<file path="config.mk">
export PLATFORM = sky130hd
export DESIGN_NAME = stall_controller
export DESIGN_NICKNAME = d
export VERILOG_FILES = /design/src/rtl/cpu_types_pkg.sv /design/src/rtl/hz_shadow_reg.sv /design/src/rtl/stall_controller.sv
export SDC_FILE = /design/constraint.sdc
export NUM_CORES = 1
export LEC_CHECK = 0
export ABC_CLOCK_PERIOD_IN_PS = 6200
export CORE_UTILIZATION = 50
export CTS_BUF_LIST = sky130_fd_sc_hd__clkbuf_8
export CTS_CLUSTER_SIZE = 10
export DETAILED_ROUTE_END_ITERATION = 16
export DONT_BUFFER_PORTS = 1
export GPL_TIMING_DRIVEN = 0
export PLACE_DENSITY_LB_ADDON = 0.15
export SLEW_MARGIN = 25
export SYNTH_ARGS = -nofsm -noshare
export SYNTH_HDL_FRONTEND = slang
export SYNTH_SLANG_ARGS = --single-unit
</file>
<file path="constraint.sdc">
create_clock -name i_clk -period 6.2 [get_ports i_clk]
set_input_delay 1.24 -clock i_clk [delete_from_list [all_inputs] [get_ports i_clk]]
set_output_delay 1.24 -clock i_clk [all_outputs]
set_load 0.02 [all_outputs]
</file>
<file path="src/rtl/cpu_types_pkg.sv">
// Shared pipeline types for the five-stage MIPS core, including the hazard
// shadow record and the dependency check that is shared by every shadow stage.
package cpu_types_pkg;

  typedef logic [4:0] regbits_t;

  typedef struct packed {
    logic     valid;
    logic     wen;
    regbits_t wsel;
    logic     lw;
  } hz_shadow_t;

  localparam hz_shadow_t HZ_SHADOW_EMPTY = '0;

  // A shadowed producer blocks decode when it writes a non-zero register that
  // decode actually reads; need_lw restricts this to loads.
  function automatic logic shadow_blocks(
    input hz_shadow_t sh,
    input regbits_t   rs,
    input logic       rs_used,
    input regbits_t   rt,
    input logic       rt_used,
    input logic       need_lw
  );
    logic w_match;
    w_match = (rs_used && (sh.wsel == rs)) || (rt_used && (sh.wsel == rt));
    return sh.valid && sh.wen && (sh.wsel != '0) && w_match && (!need_lw || sh.lw);
  endfunction

endpackage

</file>
<file path="src/rtl/hz_shadow_reg.sv">
// One hazard shadow stage: follows its pipeline register, and drops to
// invalid on reset or when the pipeline register is loaded with a bubble.
module hz_shadow_reg
  import cpu_types_pkg::*;
(
  input  logic       i_clk,
  input  logic       i_rst_n,
  input  logic       i_en,
  input  logic       i_flush,
  input  hz_shadow_t i_d,
  output hz_shadow_t o_q
);

  hz_shadow_t r_q;

  always_ff @(posedge i_clk or negedge i_rst_n) begin
    if (!i_rst_n) begin
      r_q <= HZ_SHADOW_EMPTY;
    end else if (i_en) begin
      r_q <= i_flush ? HZ_SHADOW_EMPTY : i_d;
    end
  end

  assign o_q = r_q;

endmodule

</file>
<file path="src/rtl/stall_controller.sv">
// Pipeline stall/flush controller with a saturating stall-cycle counter.
// Define FORWARD_EN when the forwarding unit is present (only load-use stalls).
module stall_controller
  import cpu_types_pkg::*;
#(
  parameter int CNT_W = 16
) (
  input  logic             i_clk,
  input  logic             i_rst_n,
  input  logic             i_id_valid,
  input  regbits_t         i_id_rs,
  input  regbits_t         i_id_rt,
  input  logic             i_id_rs_used,
  input  logic             i_id_rt_used,
  input  logic             i_id_wen,
  input  regbits_t         i_id_wsel,
  input  logic             i_id_lw,
  input  logic             i_ex_branch_taken,
  input  logic             i_ihit,
  input  logic             i_dmem_req,
  input  logic             i_dhit,
  output logic             o_pc_en,
  output logic             o_ifid_en,
  output logic             o_idex_en,
  output logic             o_exmem_en,
  output logic             o_memwb_en,
  output logic             o_ifid_flush,
  output logic             o_idex_flush,
  output logic             o_hz_stall,
  output logic [CNT_W-1:0] o_stall_cnt
);

  localparam logic [CNT_W-1:0] CNT_MAX = '1;

  hz_shadow_t w_ex_d;
  hz_shadow_t w_ex_sh;
  hz_shadow_t w_mem_sh;
  logic       w_dep;
  logic       w_dwait;
  logic [CNT_W-1:0] r_stall_cnt;

  assign w_ex_d = {i_id_valid, i_id_wen, i_id_wsel, i_id_lw};

  hz_shadow_reg u_ex_shadow (
    .i_clk   (i_clk),
    .i_rst_n (i_rst_n),
    .i_en    (o_idex_en),
    .i_flush (o_idex_flush),
    .i_d     (w_ex_d),
    .o_q     (w_ex_sh)
  );

  hz_shadow_reg u_mem_shadow (
    .i_clk   (i_clk),
    .i_rst_n (i_rst_n),
    .i_en    (o_exmem_en),
    .i_flush (1'b0),
    .i_d     (w_ex_sh),
    .o_q     (w_mem_sh)
  );

`ifdef FORWARD_EN
  assign w_dep = shadow_blocks(w_ex_sh, i_id_rs, i_id_rs_used, i_id_rt, i_id_rt_used, 1'b1);
`else
  assign w_dep = shadow_blocks(w_ex_sh,  i_id_rs, i_id_rs_used, i_id_rt, i_id_rt_used, 1'b0)
               | shadow_blocks(w_mem_sh, i_id_rs, i_id_rs_used, i_id_rt, i_id_rt_used, 1'b0);
`endif

  assign w_dwait = i_dmem_req & ~i_dhit;

  // Priority: data wait, taken branch, decode dependency, fetch miss.
  always_comb begin
    o_pc_en      = 1'b1;
    o_ifid_en    = 1'b1;
    o_idex_en    = 1'b1;
    o_exmem_en   = 1'b1;
    o_memwb_en   = 1'b1;
    o_ifid_flush = 1'b0;
    o_idex_flush = 1'b0;
    o_hz_stall   = 1'b0;
    if (w_dwait) begin
      o_pc_en    = 1'b0;
      o_ifid_en  = 1'b0;
      o_idex_en  = 1'b0;
      o_exmem_en = 1'b0;
      o_memwb_en = 1'b0;
    end else if (i_ex_branch_taken) begin
      o_ifid_flush = 1'b1;
      o_idex_flush = 1'b1;
    end else if (w_dep && i_id_valid) begin
      o_pc_en      = 1'b0;
      o_ifid_en    = 1'b0;
      o_idex_flush = 1'b1;
      o_hz_stall   = 1'b1;
    end else if (!i_ihit) begin
      o_pc_en      = 1'b0;
      o_ifid_flush = 1'b1;
    end
  end

  always_ff @(posedge i_clk or negedge i_rst_n) begin
    if (!i_rst_n) begin
      r_stall_cnt <= '0;
    end else if (o_hz_stall && (r_stall_cnt != CNT_MAX)) begin
      r_stall_cnt <= r_stall_cnt + 1'b1;
    end
  end

  assign o_stall_cnt = r_stall_cnt;

endmodule

</file>
Yosys cells after proc, flatten, opt, wreduce, memory -nomap -nowiden

Index checks and enable logic that the tools add are counted.

Bits in latches: 0
Logic and storage cells: 50
Memories kept: 0
Input port bits: 26
Output and inout bits: 24
Memory bits (read-only): 0
Flip-flop bits (word level): 30
Bits in writable memories: 0

Shifts and indexed selects: 0
Muxes and demuxes: 18
Equal/unequal tests: 5
Add/subtract/negate cells: 1
Magnitude comparators: 0
$mul: 0
Reduce and logical (&&, ||, !) cells: 16
Divide/modulo/power cells: 0
Bitwise gates (word level): 3

Operators by type and width:

| kind                  | number |
|---|---|
| $eq 5x5->1            | 4 |
| $mux 1                | 17 |
| $add 16x1->16 const B | 1 |
| $ne 16x16->1 const B  | 1 |
| $logic_and 1x1->1     | 12 |
| $reduce_bool 5->1     | 2 |
| $mux 8                | 1 |
| $logic_or 1x1->1      | 2 |
| $and 1x1->1           | 1 |
| $not 1->1             | 1 |
| $or 1x1->1            | 1 |

Logic depth before layout (Yosys ltp)

Gate-level depths: netlist of the first run.

Word-level depth: 10
Gate-level depth with buffers: 8
Mapped depth without buffers: 7

Cells and area by module

Synthesis of the first run repeated with hierarchy kept, for this count alone.

Cell total of the unflattened synthesis: 181
Area, all modules: 1786.7 sq um

Modules (own cells, without submodules):

| module           | cells an instance | sequential area each (sq um) | area an instance (sq um) | instances |
|---|---|---|---|---|
| stall_controller | 115               | 400.4                        | 1103.6                   | 1 |
| hz_shadow_reg    | 33                | 200.2                        | 341.6                    | 2 |

Worst setup path before layout of the first run

OpenSTA, ideal clock, no wires.

Path kind: input-to-output
From: input i_id_rt[4]
To: output o_ifid_flush
Arrival: 2.424 ns
Stages on the path: 6
Setup slack: 2.536 ns
Path through: xnor2_1 > nand4_1 > o22ai_2 > a22oi_4 > nor2b_2 > o31ai_1

Cells in the longest elaborated chain, start to end: 9

RTL lines:

| item                  | line                   | RTL |
|---|---|---|
| from (decl)           | stall_controller.sv:12 | `input regbits_t i_id_rt,` |
| $eq 5x5->1            | cpu_types_pkg.sv:27    | `w_match = (rs_used && (sh.wsel == rs)) \|\| (rt_used && (sh.wsel == rt));` |
| $logic_and 1x1->1     | cpu_types_pkg.sv:27    |  |
| $logic_or 1x1->1      | cpu_types_pkg.sv:27    |  |
| $logic_and 1x1->1     | cpu_types_pkg.sv:28    | `return sh.valid && sh.wen && (sh.wsel != '0) && w_match && (!need_lw \|\| sh.lw);` |
| $or 1x1->1 (*)        | stall_controller.sv:66 | `\| shadow_blocks(w_mem_sh, i_id_rs, i_id_rs_used, i_id_rt, i_id_rt_used, 1'b0);` |
| $logic_and 1x1->1 (*) | stall_controller.sv:90 | `end else if (w_dep && i_id_valid) begin` |
| $mux 1 (*)            | stall_controller.sv:90 |  |
| $mux 1 (*)            | stall_controller.sv:87 | `end else if (i_ex_branch_taken) begin` |
| $mux 1 (*)            | stall_controller.sv:81 | `if (w_dwait) begin` |
| to (decl)             | stall_controller.sv:27 | `output logic o_ifid_flush,` |

Every way passes the cells marked *; elsewhere a longest branch is shown, timed or not.

Final worst setup path of the first run

From: input i_dmem_req
To: output o_idex_flush

Cells in the longest elaborated chain, start to end: 2

RTL lines:

| item        | line                   | RTL |
|---|---|---|
| from (decl) | stall_controller.sv:20 | `input logic i_dmem_req,` |
| $and 1x1->1 | stall_controller.sv:69 | `assign w_dwait = i_dmem_req & ~i_dhit;` |
| $mux 1      | stall_controller.sv:81 |  |
| to (decl)   | stall_controller.sv:28 | `output logic o_idex_flush,` |

Every way passes these cells.

==> results of run 1 <==
[flip-flops by register name, summed over array words and instances (netlist names)]
register          flops
u_ex_shadow.o_q       7
o_stall_cnt          16
u_mem_shadow.o_q      7
[placed cells by master, fill, tap and decap left out, drive strengths merged, types with 3 or more instances in the layout]
cell type,count
buf,3
xnor2,33
nand4,11
and3,10
dfrtp,30
clkbuf,10
o21ai,7
nand2,46
[final cells by class]
class | instances | area [µm²] | area share, %
multi-input combinational | 133 | 912 | 49.1
inverter | 1 | 3.75 | 0.202
buffer | 7 | 41.3 | 2.22
tap | 44 | 55.1 | 2.96
clock inverter | 2 | 12.5 | 0.673
sequential | 30 | 751 | 40.4
clock buffer | 6 | 82.6 | 4.44
[worst paths after layout]
kind | start | end | slack [ns] | cells past startpoint
worst max-delay path | i_dmem_req | o_idex_flush | 2.32 | 5
worst min-delay path | u_mem_shadow.o_q[7] | u_mem_shadow.o_q[7] | 0.47 | 2
worst max register to register | o_stall_cnt[0] | o_stall_cnt[13] | 3.73 | 8
worst min register to register | u_mem_shadow.o_q[7] | u_mem_shadow.o_q[7] | 0.47 | 2
max in group asynchronous | i_rst_n | u_mem_shadow.o_q[6] | 5.47 | 0
min in group asynchronous | i_rst_n | o_stall_cnt[0] | 0.65 | 0
[kinds of logic after synthesis]
group | Yosys count | share of synthesized area, %
xor gates and xnor gates | 34 | 17.4
DFF | 30 | 44.0
AOI/OAI and AO/OA | 16 | 10.5
adders and majority gates | 1 | 0.732
and+or+nand+nor | 81 | 24.1
buffers and inverters | 8 | 2.64
muxes | 1 | 0.659
[stage by stage]
step	util [%]	hold slack [ns]	worst slack (ns)	std cells
after detailed placement	55.9	0.458	2.28	215
after CTS	58.9	0.477	2.27	223
final	58.9	0.473	2.32	223
after global routing	58.9	0.493	2.13	223
after floorplan	-	0.439	2.54	171
after global placement	55.9	0.458	2.32	215
[layer usage]
| metal | wire, µm | vias up | track usage, % |
|---|---|---|---|
| met1 | 1540 | 587 | 26.2 |
| met5 | 0 | - | 0 |
| met3 | 282 | 5 | 8.53 |
| met4 | 36 | 0 | 7.14 |
| li1 | - | 599 | - |
| met2 | 1590 | 49 | 34.5 |
[power by group through the flow]
stage	Clock (mW)	Combinational [mW]	Sequential (mW)
final	0.163	0.0458	0.215
after CTS	0.166	0.0465	0.215
after detailed placement	0	0.0463	0.219
after floorplan	0	0.0403	0.215
after global routing	0.175	0.0506	0.216
after global placement	0	0.0446	0.218
[worst max-delay path, stage by stage]
cell and delay, ns:
nor2b_1 0.10, clkbuf_1 0.30, clkinv_1 0.33, clkbuf_1 0.40, and2_4 0.28
==> metrics.log, run 1 <==
[metrics] switching part of the total: between 20% and 30%
[metrics] clock transition at the register clock pins on the worst setup and hold paths after CTS: 0.07 ns
[metrics] part of the total power dissipated in combinational logic: 10.8%
[metrics] area of the core: between 3000 and 4000 µm²
[metrics] largest net degree at the start of global routing: 31
[metrics] count of mapped cells out of synthesis: around 170
[metrics] top achievable clock speed: 257 MHz
[metrics] via count: around 1200
[metrics] leakage component of the power: 0.846 nW
[metrics] worst min-delay path class: flip-flop to flip-flop
[metrics] cts bufs inserted: 5
[metrics] Filler cells: roughly 310
[metrics] post-route setup TNS: 0 ns
[metrics] vertical extent of the die: between 60 and 70 µm
[metrics] data arrival time at the worst-slack endpoint: 2.64 ns
[metrics] share of cells above drive strength 1: 15.6%
[metrics] placed wire-length estimate: 2650 µm
[metrics] Ports: 50
[metrics] number of port buffers: 0
[metrics] share of total power in sequential cells: approximately 50%
[metrics] via density per instance: 5.56
[metrics] leading cell types by count after synthesis: 46 x nand2_1, 33 x xnor2_1, 30 x dfrtp_1, 10 x and3_1, 10 x nand4_1
[metrics] DRC Markers: 0
[metrics] length of the first detailed-routing pass in iterations: 4
[metrics] final setup skew: 0.0101 ns
[metrics] cells resized by post-CTS repair: 0
[metrics] netlist area before placement: 1710 µm²
[metrics] Worst Tran Pin Value: roughly 0.70 ns
[metrics] library cell with the highest instance count after synthesis: nand2_1
[metrics] num rows: 20
[metrics] internal power consumption: approximately 0.31 mW
[metrics] antenna violations before repair: 0
[metrics] synth top area cells: dfrtp_1 44%, xnor2_1 17%, nand2_1 10%
[metrics] hold-fix buffers at CTS: 0
[metrics] worst path required time: 4.96 ns
[metrics] post-synth net total: around 200
[metrics] number of violations of the max-capacitance limit: 0
[metrics] post-layout total power: between 0.4 and 0.5 mW
[metrics] yosys synthesis warning count: 0
[metrics] Initial Util: between 50% and 60%
[metrics] Root Buffer Master: clkbuf_8
[metrics] hold violation count in the final report: 0
[metrics] overall routing resource usage: between 20% and 30%
[metrics] power per standard cell area: 228 nW/µm²
[metrics] H-tree levels: 2
[metrics] sort of element at the end of the critical path: output port
[metrics] Post-DP Area: approximately 1800 µm²
[metrics] share of the yosys chip area belonging to registers: around 44%
[metrics] number of flip-flops and latches in the synthesized netlist: 30
[metrics] Final Max Slew Viols: 0
[metrics] TritonCTS Sinks: 30
[metrics] worst setup path class: primary input to output port
[metrics] full die area: roughly 3700 µm²
[metrics] sw power: between 0.1 and 0.15 mW
[metrics] First DRT Iteration DRCs: 54
[metrics] Antenna Diode Count: 0
[metrics] count of buffers added by post-CTS timing repair for setup: 0
[metrics] number of nets with antenna violations after routing: 0
[metrics] Non-Filler Cell Area, Final: 1860 µm²
[metrics] per-instance average area after synthesis: about 10 µm²
[metrics] Longest Clk Path Bufs: 2
[metrics] area share of the largest cell type after synthesis: ~44%
[metrics] Post-synth top flop: dfrtp_1
[metrics] growth of design area from synthesis to finish: 8.79%
[metrics] clk_lat worst skew: roughly 0.28 ns
[metrics] net count of the finished layout: 205
[metrics] GP Congestion: ~0.75
[metrics] share of flip-flops with an asynchronous set or reset: 100%
[metrics] period utilisation layout: 62.6%
[metrics] vias in the first global route: 1228
[metrics] part of the power in the clock network: between 30% and 40%
[metrics] shortest clock period the worst path allows after layout: roughly 3.9 ns
[metrics] startpoint types: primary input
[metrics] Max transition margin: ~53%
[metrics] cell accounting for the most synthesized area: dfrtp_1
[metrics] RSZ-0062 raised after global routing: false
[metrics] peak ir drop on the vdd network: between 0.15 and 0.2 mV
[metrics] Die X-Extent: between 60 and 70 µm
[metrics] wire length of the first global-routing pass: 5590 µm
[metrics] routed wire length: ~3400 µm
[metrics] routed length per placed instance: ~15 µm
[metrics] number of distinct library cells after synthesis: 34
[metrics] count of flip-flops with a built-in enable after synthesis: 0
[metrics] outcome: complete, no violations
[metrics] highest net fanout along the worst path: 12
[metrics] setup-violating endpoint count in the final report: 0
[metrics] TritonCTS clock tree: done
[metrics] global route total overflow: 0
Power figures use the tool's default switching activity.
==> run 2, diff against run 1 <==
--- a/config.mk
+++ b/config.mk
@@ -5,7 +5,7 @@
 export SDC_FILE = /design/constraint.sdc
 export NUM_CORES = 1
 export LEC_CHECK = 0
-export ABC_CLOCK_PERIOD_IN_PS = 6200
+export ABC_CLOCK_PERIOD_IN_PS = 4050
 export CORE_UTILIZATION = 50
 export CTS_BUF_LIST = sky130_fd_sc_hd__clkbuf_8
 export CTS_CLUSTER_SIZE = 10
==> constraint.sdc (replaced) <==
create_clock -name i_clk -period 4.05 [get_ports i_clk]
set_input_delay 0.81 -clock i_clk [delete_from_list [all_inputs] [get_ports i_clk]]
set_output_delay 0.81 -clock i_clk [all_outputs]
set_load 0.02 [all_outputs]
==> results of run 2 <==
The final DEF is identical to that of run 1. Status: complete, no violations.
Among the figures that moved: setup slack after placement 2.28 ns -> 0.992 ns; setup slack after layout 2.32 ns -> 0.815 ns; hold slack 0.473 ns -> 0.217 ns; start point of the critical path i_dmem_req -> u_mem_shadow.o_q[2]; end point of the critical path o_idex_flush -> o_ifid_flush; register-to-register setup slack 3.73 ns -> 1.58 ns; total power 0.424 mW -> 0.649 mW; worst IR drop on VDD 0.153 mV -> 0.235 mV
==> run 3, diff against run 2 <==
--- a/config.mk
+++ b/config.mk
@@ -5,7 +5,7 @@
 export SDC_FILE = /design/constraint.sdc
 export NUM_CORES = 1
 export LEC_CHECK = 0
-export ABC_CLOCK_PERIOD_IN_PS = 4050
+export ABC_CLOCK_PERIOD_IN_PS = 2800
 export CORE_UTILIZATION = 50
 export CTS_BUF_LIST = sky130_fd_sc_hd__clkbuf_8
 export CTS_CLUSTER_SIZE = 10
==> constraint.sdc (replaced) <==
create_clock -name i_clk -period 2.8 [get_ports i_clk]
set_input_delay 0.56 -clock i_clk [delete_from_list [all_inputs] [get_ports i_clk]]
set_output_delay 0.56 -clock i_clk [all_outputs]
set_load 0.02 [all_outputs]
==> run 3 against run 2 <==
Count of clock-buffer cells in the layout did not move. Largest cell class unchanged. Power rose by 47%. Die area did not move. Non-clock buffer count rose by 3. Sequential share of layout area fell by 0.90 points. Sequential power rose by 45%. Routed wire length rose by 3.3%. Worst hold slack got worse by 0.12 ns. Via count rose by 2.3%. First-iteration DRC count rose by 39%. Clock skew barely moved. Combinational power rose by 64%.
==> metrics.log, run 3 (same netlist as run 1, synthesis figures left out) <==
[metrics] outcome: complete, no violations (unchanged)
[metrics] setup slack after placement: 0.0834 ns (was 0.992 ns)
[metrics] Non-Filler Cell Area, Final: 1900 µm² (was 1860 µm²)
[metrics] top achievable clock speed: approximately 360 MHz
[metrics] number of violations of the max-capacitance limit: 0 (unchanged)
[metrics] commonest non-fill, non-tap cell in the layout: nand2_1 (unchanged)
[metrics] Antenna Diode Count: 0 (unchanged)
[metrics] Max transition margin: 53.9% (was 52.6%)
[metrics] power per standard cell area: 502 nW/µm² (was 349 nW/µm²)
[metrics] smallest hold slack: 0.0954 ns (was 0.217 ns)
[metrics] Largest register FFs: 16 (unchanged)
[metrics] H-tree levels: 2 (unchanged)
[metrics] commonest non-fill, non-tap cells in the layout: 46 x nand2_1, 33 x xnor2_1, 30 x dfrtp_1 (unchanged)
[metrics] highest net fanout along the worst path: 7 (was 6)
[metrics] largest net degree at the start of global routing: 31 (unchanged)
[metrics] GP Congestion: 0.750 (unchanged)
[metrics] worst path required time: 2.24 ns (was 3.24 ns)
[metrics] global route total overflow: 0 (unchanged)
[metrics] number of nets with antenna violations after routing: 0 (unchanged)
[metrics] antenna violations before repair: 0 (unchanged)
[metrics] Root Buffer Master: clkbuf_8 (unchanged)
[metrics] worst min-delay path class: primary input to asynchronous set/reset pin (unchanged)
[metrics] Worst Tran Pin Value: 0.691 ns (was 0.705 ns)
[metrics] clock transition at the register clock pins on the worst setup and hold paths after CTS: 0.07 ns (about the same)
[metrics] length of the first detailed-routing pass in iterations: 4 (unchanged)
[metrics] startpoint types: flip-flop (unchanged)
[metrics] worst setup path class: flip-flop to output port (unchanged)
[metrics] hold violation count in the final report: 0 (unchanged)
[metrics] vias in the first global route: 1239 (was 1228)
[metrics] via count: 1268 (was 1240)
[metrics] cts bufs inserted: 5 (unchanged)
[metrics] placed wire-length estimate: 2650 µm (unchanged)
[metrics] peak ir drop on the vdd network: 0.340 mV (was 0.235 mV)
[metrics] TritonCTS Sinks: 30 (unchanged)
[metrics] overall routing resource usage: 22.3% (was 21.4%)
[metrics] wire length of the first global-routing pass: 5800 µm (was 5590 µm)
[metrics] data arrival time at the worst-slack endpoint: 2.22 ns (was 2.43 ns)
[metrics] share of cells above drive strength 1: 18.1% (was 15.6%)
[metrics] post-layout total power: 0.953 mW (was 0.649 mW)
[metrics] shortest clock period the worst path allows after layout: between 2 and 3 ns
[metrics] num rows: 20 (unchanged)
[metrics] routed wire length: 3560 µm (was 3440 µm)
[metrics] Die X-Extent: 60.4 µm (unchanged)
[metrics] Worst Reg-to-Reg Cells: 10 (was 8)
[metrics] via density per instance: 5.61 (was 5.56)
[metrics] RSZ-0062 raised after global routing: true (was false)
[metrics] setup-violating endpoint count in the final report: 0 (unchanged)
[metrics] leakage component of the power: 0.865 nW (was 0.846 nW)
[metrics] placed instance count: 215 (unchanged)
[metrics] final setup skew: 0.00997 ns (was 0.0101 ns)
[metrics] First DRT Iteration DRCs: 75 (was 54)
[metrics] Ports: 50 (unchanged)
[metrics] period utilisation layout: approximately 99%
[metrics] routed length per placed instance: 15.7 µm (was 15.4 µm)
[metrics] number of port buffers: 0 (unchanged)
[metrics] Initial Util: 54.2% (unchanged)
[metrics] vertical extent of the die: 60.4 µm (unchanged)
[metrics] area of the core: 3150 µm² (unchanged)
[metrics] clk_lat worst skew: 0.28 ns (about the same)
[metrics] growth of design area from synthesis to finish: 11.3% (was 8.79%)
[metrics] TritonCTS clock tree: done (unchanged)
[metrics] Final Max Slew Viols: 0 (unchanged)
[metrics] count of placed standard cells in the final layout, fillers left out: 226 (was 223)
[metrics] DRC Markers: 0 (unchanged)
[metrics] full die area: 3650 µm² (unchanged)
[metrics] reg2reg setup slack: 0.27 ns (was 1.58 ns)
[metrics] net count of the finished layout: 208 (was 205)
[metrics] sort of element at the end of the critical path: output port (unchanged)
[metrics] minimum setup slack in the final design: 0.0197 ns (was 0.815 ns)
[metrics] Post-DP Area: 1760 µm² (unchanged)
[metrics] Longest Clk Path Bufs: 2 (unchanged)
## run 3: cell types whose count changed in the layout (fill, tap and decap cells not counted), sizes merged
cell and delta:
buf +3
## run 3: timing repair
item / in CTS / in global routing
resized for setup: 2 / 1
pin swaps: 1 / 0
setup endpoints to repair: 3 / 2
setup buffers: 2 / 0
endpoints found under the hold margin: 30 / 0
hold buffers: 1 / 0
## run 3: power by group
part	switching (mW)	leakage, nW	total [mW]	internal, mW
clock	0.164	0.0472	0.362	0.197
combinational	0.0616	0.412	0.115	0.0533
sequential	0.0262	0.405	0.477	0.451
## run 3: worst paths after layout
kind                                       endpoint           startpoint
min in group i_clk               u_ex_shadow.o_q[3]         i_id_wsel[2]
worst min register to register  u_mem_shadow.o_q[7]  u_mem_shadow.o_q[7]
worst max register to register      o_stall_cnt[15]   u_ex_shadow.o_q[3]
worst min-delay path                 o_stall_cnt[3]              i_rst_n
max in group asynchronous       u_mem_shadow.o_q[6]              i_rst_n
worst max-delay path                   o_idex_flush  u_mem_shadow.o_q[2]
## run 3: metal layers
metal,wire (µm),track usage [%]
met5,0,0
met4,59,8.44
met3,277,8.53
met2,1640,33.6
met1,1580,29.2
## run 3: area by class of cell
cell class                      instances  area (µm²)
Buffer                                  7        41.3
Clock buffer                            6        82.6
Clock inverter                          2        12.5
Fill cell                             307        1250
Inverter                                1        3.75
Multi-Input combinational cell        133         920
Sequential cell                        30         751
Tap cell                               44        55.1
Timing Repair Buffer                    3        35.0
## run 3: stage by stage
stage	utilization (%)	TNS [ns]
global route	60.3	-0.0627
global placement	55.9	0
detailed placement	55.9	0
finish	60.3	0
floorplan	-	0
CTS	60.2	0
## run 3: critical path: stages (launching register included)
cell	delay (ns)
dfrtp_1	0.43
or3_1	0.40
o311a_1	0.34
a22oi_4	0.22
nor2b_2	0.09
or2_4	0.28
and2_4	0.20
